**src/rtl/cpu_sequencer.sv**
```systemverilog
// Multi-cycle instruction sequencer: fetch/decode/execute/memory/writeback control,
// PC and retired-instruction tracking, stop-at-boundary and sticky ack-timeout fault.
module cpu_sequencer #(
    parameter int unsigned TIMEOUT = 16
) (
    input  logic        clk,
    input  logic        rst,
    input  logic        start,
    input  logic        stop,
    input  logic        imem_ack,
    input  logic        dmem_ack,
    input  logic        mem_load,
    input  logic        mem_store,
    input  logic        jump_en,
    input  logic        reg_write_enable,
    input  logic [31:0] jump_addr,
    output logic [31:0] pc,
    output logic        imem_req,
    output logic        ir_load,
    output logic        dmem_req,
    output logic        dmem_we,
    output logic        rf_we,
    output logic [2:0]  state,
    output logic        fault,
    output logic [31:0] instr_count
);

    localparam int unsigned CW = $clog2(TIMEOUT + 1);

    typedef enum logic [2:0] {
        S_IDLE   = 3'd0,
        S_FETCH  = 3'd1,
        S_DECODE = 3'd2,
        S_EXEC   = 3'd3,
        S_MEM    = 3'd4,
        S_WB     = 3'd5,
        S_FAULT  = 3'd6
    } state_t;

    state_t        state_q, state_d;
    logic [31:0]   pc_q, pc_d;
    logic [31:0]   icnt_q, icnt_d;
    logic [CW-1:0] cnt_q, cnt_d;
    logic          pend_q, pend_d;
    logic          complete;
    logic          jump_done;

    always_ff @(posedge clk or posedge rst) begin
        if (rst) begin
            state_q <= S_IDLE;
            pc_q    <= '0;
            icnt_q  <= '0;
            cnt_q   <= '0;
            pend_q  <= 1'b0;
        end else begin
            state_q <= state_d;
            pc_q    <= pc_d;
            icnt_q  <= icnt_d;
            cnt_q   <= cnt_d;
            pend_q  <= pend_d;
        end
    end

    // Request/strobe outputs decode the registered state so reset drops them at once.
    always_comb begin
        state_d   = state_q;
        pc_d      = pc_q;
        icnt_d    = icnt_q;
        cnt_d     = cnt_q;
        pend_d    = pend_q;
        complete  = 1'b0;
        jump_done = 1'b0;
        imem_req  = 1'b0;
        ir_load   = 1'b0;
        dmem_req  = 1'b0;
        dmem_we   = 1'b0;
        rf_we     = 1'b0;
        fault     = 1'b0;

        if (stop && state_q != S_IDLE && state_q != S_FAULT) begin
            pend_d = 1'b1;
        end

        case (state_q)
            S_IDLE: begin
                if (start && !stop) begin
                    state_d = S_FETCH;
                    cnt_d   = '0;
                end
            end
            S_FETCH: begin
                imem_req = 1'b1;
                if (imem_ack) begin
                    ir_load = 1'b1;
                    state_d = S_DECODE;
                end else begin
                    cnt_d = cnt_q + CW'(1);
                    if (cnt_q == CW'(TIMEOUT - 1)) begin
                        state_d = S_FAULT;
                    end
                end
            end
            S_DECODE: state_d = S_EXEC;
            S_EXEC: begin
                if (mem_load || mem_store) begin
                    state_d = S_MEM;
                    cnt_d   = '0;
                end else if (jump_en) begin
                    complete  = 1'b1;
                    jump_done = 1'b1;
                end else if (reg_write_enable) begin
                    state_d = S_WB;
                end else begin
                    complete = 1'b1;
                end
            end
            S_MEM: begin
                dmem_req = 1'b1;
                dmem_we  = mem_store;
                if (dmem_ack) begin
                    if (mem_load) begin
                        state_d = S_WB;
                    end else begin
                        complete = 1'b1;
                    end
                end else begin
                    cnt_d = cnt_q + CW'(1);
                    if (cnt_q == CW'(TIMEOUT - 1)) begin
                        state_d = S_FAULT;
                    end
                end
            end
            S_WB: begin
                rf_we    = 1'b1;
                complete = 1'b1;
            end
            S_FAULT: fault = 1'b1;
            default: state_d = S_IDLE;
        endcase

        // Instruction boundary: advance PC, retire, and honour a pending stop.
        if (complete) begin
            pc_d    = jump_done ? (pc_q + 32'd4 + (jump_addr << 2)) : (pc_q + 32'd4);
            icnt_d  = icnt_q + 32'd1;
            state_d = pend_q ? S_IDLE : S_FETCH;
            cnt_d   = '0;
        end

        if (state_d == S_IDLE) begin
            pend_d = 1'b0;
        end
    end

    assign pc          = pc_q;
    assign instr_count = icnt_q;
    assign state       = state_q;

endmodule
```
**config.mk**
```make
export PLATFORM = sky130hd
export DESIGN_NAME = cpu_sequencer
export DESIGN_NICKNAME = d
export VERILOG_FILES = /design/src/rtl/cpu_sequencer.sv
export SDC_FILE = /design/constraint.sdc
export NUM_CORES = 1
export LEC_CHECK = 0
export ABC_AREA = 0
export CORE_MARGIN = 5
export CORE_UTILIZATION = 35
export DETAILED_ROUTE_END_ITERATION = 10
export PLACE_DENSITY_LB_ADDON = 0.08
export SKIP_LAST_GASP = 1
export SLEW_MARGIN = 15
export SYNTH_ARGS = -nofsm -noshare
export SYNTH_HDL_FRONTEND = slang
export SYNTH_SLANG_ARGS = --single-unit
export TNS_END_PERCENT = 5
```
**constraint.sdc**
```tcl
create_clock -name clk -period 3.62 [get_ports clk]
set_input_delay 0.905 -clock clk [delete_from_list [all_inputs] [get_ports clk]]
set_output_delay 0.905 -clock clk [all_outputs]
set_load 0.01 [all_outputs]
```
# Word-level counts from Yosys, hierarchy flattened
# Cells that the tools add are included.
# classes
reduce_logical,12
eq_ne,12
addsub,4
n_mux,36
# op_table
operator,count
$add A32 B1 Y32 const B,1
$add A32 B3 Y32 const B,1
$add A32 B32 Y32,1
$mux W32,1
$mux W3,9
$mux W5,5
$pmux W5 S4,1
$mux W1,18
$pmux W3 S6,1
$ne A3 B3 Y1 const B,5
$eq A3 B3 Y1 const B,3
$eq A3 B2 Y1 const B,2
$logic_not A3 Y1,2
$add A5 B1 Y5 const B,1
$eq A5 B4 Y1 const B,1
$reduce_and A5 Y1,1
$reduce_bool A5 Y1,1
$eq A3 B1 Y1 const B,1
$logic_and A1 B1 Y1,3
$pmux W1 S3,1
$reduce_bool A3 Y1,1
$reduce_bool A2 Y1,1
$reduce_or A2 Y1,1
$logic_not A1 Y1,1
$logic_or A1 B1 Y1,1
# word_totals
word_cells,69
output_inout_bits,73
regBits,73
in_bits,42

# Longest topological paths before layout
# depth
depth_word,7
ltp_mapped,19

# Least setup slack after synthesis
# Ideal clock, no wire load.
# synth_path
kind,register to register
start,"register pc_q[2], in the netlist pc[2]"
end,"register pc_q[31], in the netlist pc[31]"
n_path_buf,1
arrival_time_ns,3.767
stages_incl_launch_ff,20
synth_period_minus_slack_ns,3.892
path_slack_ns,-0.272
cell_sequence,dfrtp_1 > ha_1 > inv_1 > or2_2 > nor2_1 > and4_1 > nand2_1 > nor2_1 > xor2_1 > ha_1 > clkdlybuf4s15_1 > a21oi_1 > o21ai_0 > nor3_1 > o311ai_0 > a41oi_1 > mux2i_1 > xnor2_1 > nand2_1 > xnor2_1
# synth_between
elab_chain_cells,3
# synth_rtl
element,line_no,source
"start, declared",41,"logic [31:0] pc_q, pc_d;"
"start signal, assigned",57,pc_q <= pc_d;
$add A32 B3 Y32 (*),143,pc_d = jump_done ? (pc_q + 32'd4 + (jump_addr << 2)) : (pc_q + 32'd4);
$add A32 B32 Y32,143,
$mux W32 (*),143,
# Mark *: on every way between the ends. The rest lies on a longest branch, timed or not.
# A chain may end at the register's enable or synchronous reset.

# Worst setup path in the final report
# layout_path
start,"register pc_q[5], in the netlist pc[5]"
end,"register pc_q[30], in the netlist pc[30]"
# Same word-level chain as after synthesis.

==> impl_metrics.env <==
export IMPL_rsz0062_at_grt="yes"
export IMPL_syn_to_final_growth_pct=51.9
export IMPL_critPathMaxFanout=4
export IMPL_cts_sinks=71
export IMPL_synth_seq_cells=71
export IMPL_synth_area_leaders="dfrtp_1, xnor2_1, ha_1, a21oi_1, nand2_1"
export IMPL_drc_errors=0
export IMPL_clk_path_buf_depth=2
export IMPL_irDropWorstVdd_v=0.000376
export IMPL_drv_slew=0
export IMPL_layout_drive_gt1_share_pct=23.4
export IMPL_worstSkewPairLatency_ps=340
export IMPL_die_area_um2=18600
export IMPL_dpl_worst_slack_ps=-611
export IMPL_syn_area_per_cell_um2=8.27
export IMPL_postCtsHoldBufs=0
export IMPL_chipHeight_um=136
export IMPL_cts_tree="built"
export IMPL_initial_utilization_pct=35.5
export IMPL_max_clock_freq_ghz=0.255
export IMPL_power_total_w=0.00571
export IMPL_yosys_most_used_dff="dfrtp_1"
export IMPL_root_buffer="clkbuf_16"
export IMPL_grt_start_max_net_pins=49
export IMPL_num_antenna_cells=0
export IMPL_syn_inst=677
export IMPL_p_per_area_nw_per_um2=672
export IMPL_setup_violations=7
export IMPL_dp_hpwl_um=13800
export IMPL_ant_nets=0
export IMPL_grt_ovfl_total=0
export IMPL_antenna_found_initial=0
export IMPL_fin_nets=1005
export IMPL_required_ps=3850
export IMPL_die_w_um=136
export IMPL_ys_types=60
export IMPL_path_clk_slew_ps=70
export IMPL_finalHoldViolations=0
export IMPL_netlist_area_um2=5600
export IMPL_min_period_ps=3920
export IMPL_maxSlewHeadroom_pct=46.5
export IMPL_numCtsBuffers=9
export IMPL_yosysWarnings=0
export IMPL_dr_pass1_iters=4
export IMPL_vias=5892
export IMPL_gp_congestion=0.915
export IMPL_drv_cap=0
export IMPL_critPathLaunchType="register"
export IMPL_cp_end_kind="register"
export IMPL_via_per_inst=5.15
export IMPL_grt_pass1_vias=5925
export IMPL_yosys_area_top_type_share_pct=31.7
export IMPL_skew_ps=8.63
export IMPL_grt_usage_pct=19.7
export IMPL_synthArstFlopShare_pct=100
export IMPL_io_pins=115
export IMPL_fin_area_um2=8500
export IMPL_drt_iter0_drc=338
export IMPL_min_path_type="register to register"
export IMPL_status="complete, but fails checks"
export IMPL_yosysTopAreaCell="dfrtp_1"
export IMPL_finalCritPeriodShare_pct=108
export IMPL_yosysMostFrequentCell="nand2_1"
export IMPL_row_count=46
export IMPL_violations="negative setup slack"
export IMPL_io_buffers=110
export IMPL_fin_ws_ps=-302
export IMPL_place_area_um2=7890
export IMPL_synth_edf_count=0
export IMPL_path_class="register to register"
export IMPL_synth_common_cells="nand2_1, dfrtp_1, a21oi_1"
export IMPL_wirelength_um=18200
export IMPL_grt_pass1_wl_um=29300
export IMPL_worstMarginPinSlew_ps=801
export IMPL_worst_ep_arrival_time_ps=4160
export IMPL_nFillCells=1492
export IMPL_ys_seq_area_share_pct=31.7
export IMPL_wl_per_cell_um=15.9
export IMPL_whs_ps=467
export IMPL_htree_levels=3
export IMPL_leakagePower_nw=3.78
export IMPL_coreArea_um2=15800
timing repair:
item                       CTS  global route
pin swaps                   18            26
cloned                       0             0
buffers inserted             4            14
gates resized for setup     22            19
setup endpoints to repair    9            13
through the flow:
step	TNS (ps)	instances	utilization, %
after floorplan	-6.37	678	-
after global placement	-2750	1109	50.0
after detailed placement	-3330	1109	50.0
after CTS	-612	1129	52.7
after global routing	-2650	1143	53.9
final	-925	1143	53.9
power by group:
| group | switching, W | leakage [nW] | total [W] | internal [W] |
|---|---|---|---|---|
| registers | 0.000201 | 0.898 | 0.00118 | 0.000976 |
| clock network | 0.000394 | 0.135 | 0.000871 | 0.000477 |
| logic | 0.00182 | 2.75 | 0.00366 | 0.00185 |
| total | 0.00241 | 3.78 | 0.00571 | 0.00330 |
per-layer routing:
| layer | vias up | track usage (%) | wire (um) |
|---|---|---|---|
| met2 | 131 | 32.7 | 8650 |
| li1 | 2926 | - | - |
| met4 | 0 | 4.37 | 212 |
| met1 | 2819 | 26.6 | 8490 |
| met5 | - | 0 | 0 |
| met3 | 16 | 3.48 | 810 |
path summary, 6_finish.rpt:
| path | startpoint | end | slack, ps | cells past startpoint |
|---|---|---|---|---|
| worst min-delay path | pend_q | state[0] | 470 | 1 |
| worst min register to register | pend_q | state[0] | 470 | 1 |
| worst max register to register | pc[5] | pc[30] | -300 | 17 |
| worst max-delay path | pc[5] | pc[30] | -300 | 17 |
| max in group asynchronous | rst | pc[20] | 1880 | 3 |
| min in group asynchronous | rst | instr_count[31] | 1030 | 2 |
final cells by class:
type / count / area, um2 / area share, %
multi-input combinational: 556 / 3800 / 44.7
clock buffer: 9 / 225 / 2.65
clock inverter: 7 / 61.3 / 0.721
timing repair buffer: 264 / 2280 / 26.9
sequential: 71 / 1780 / 21.0
inverter: 20 / 75.1 / 0.883
tap: 216 / 270 / 3.18
registers in the layout, summed over array words and instances (netlist names):
name	flops
cnt_q	5
instr_count	32
pc	30
pend_q	1
state	3
critical path, cell delays in order, from the launching register on:
cell	delay, ps
dfrtp_2	360
nand4_1	140
buf_4	160
or2_4	250
nor2_4	100
and4_4	260
buf_6	120
xor2_1	150
ha_1	310
buf_6	150
nand2_4	50
nor2_2	40
a221o_1	330
a31oi_4	200
o211ai_2	130
a221o_1	410
or4_1	470
and3_1	180
logic make-up (layout without fill, tap and decap cells):
kind of cell | after synthesis | in the layout | share of synthesized area (%)
AND/OR/NAND/NOR | 247 | 247 | 21.7
buffers and inverters | 51 | 300 | 4.16
AO/OA/AOI/OAI | 181 | 181 | 19.8
XOR/XNOR | 84 | 84 | 13.1
flip-flops | 71 | 71 | 31.7
multiplexers | 1 | 1 | 0.179
other | 1 | 2 | 0.0670
adder cells (fa/ha/maj) | 41 | 41 | 9.30
cells in the final DEF, fill, tap and decap left out, drive strengths merged, types with 3 or more instances in the layout:
cell type      netlist  routed
a31oi                8       8
or3                  5       5
o21a                 3       3
buf                  7     154
xor2                26      26
a21o                14      14
dfrtp               71      71
xnor2               58      58
a21oi               64      64
o21bai               5       5
nor2                57      57
inv                 20      24
ha                  40      40
nand3               23      23
nor2b                4       4
clkdlybuf4s50        0     110
and2                 5       5
nand2               74      74
nor4                 6       6
o21ai               49      49
nor3b                5       5
and3                17      17
nand4               22      22
and4                 8       8
o22ai               10      10
a32oi                3       3
o211ai               3       3
or2                  3       3
clkbuf              23       9
nor3                12      12
a211oi               3       3
Power figures use the tool's default switching activity.
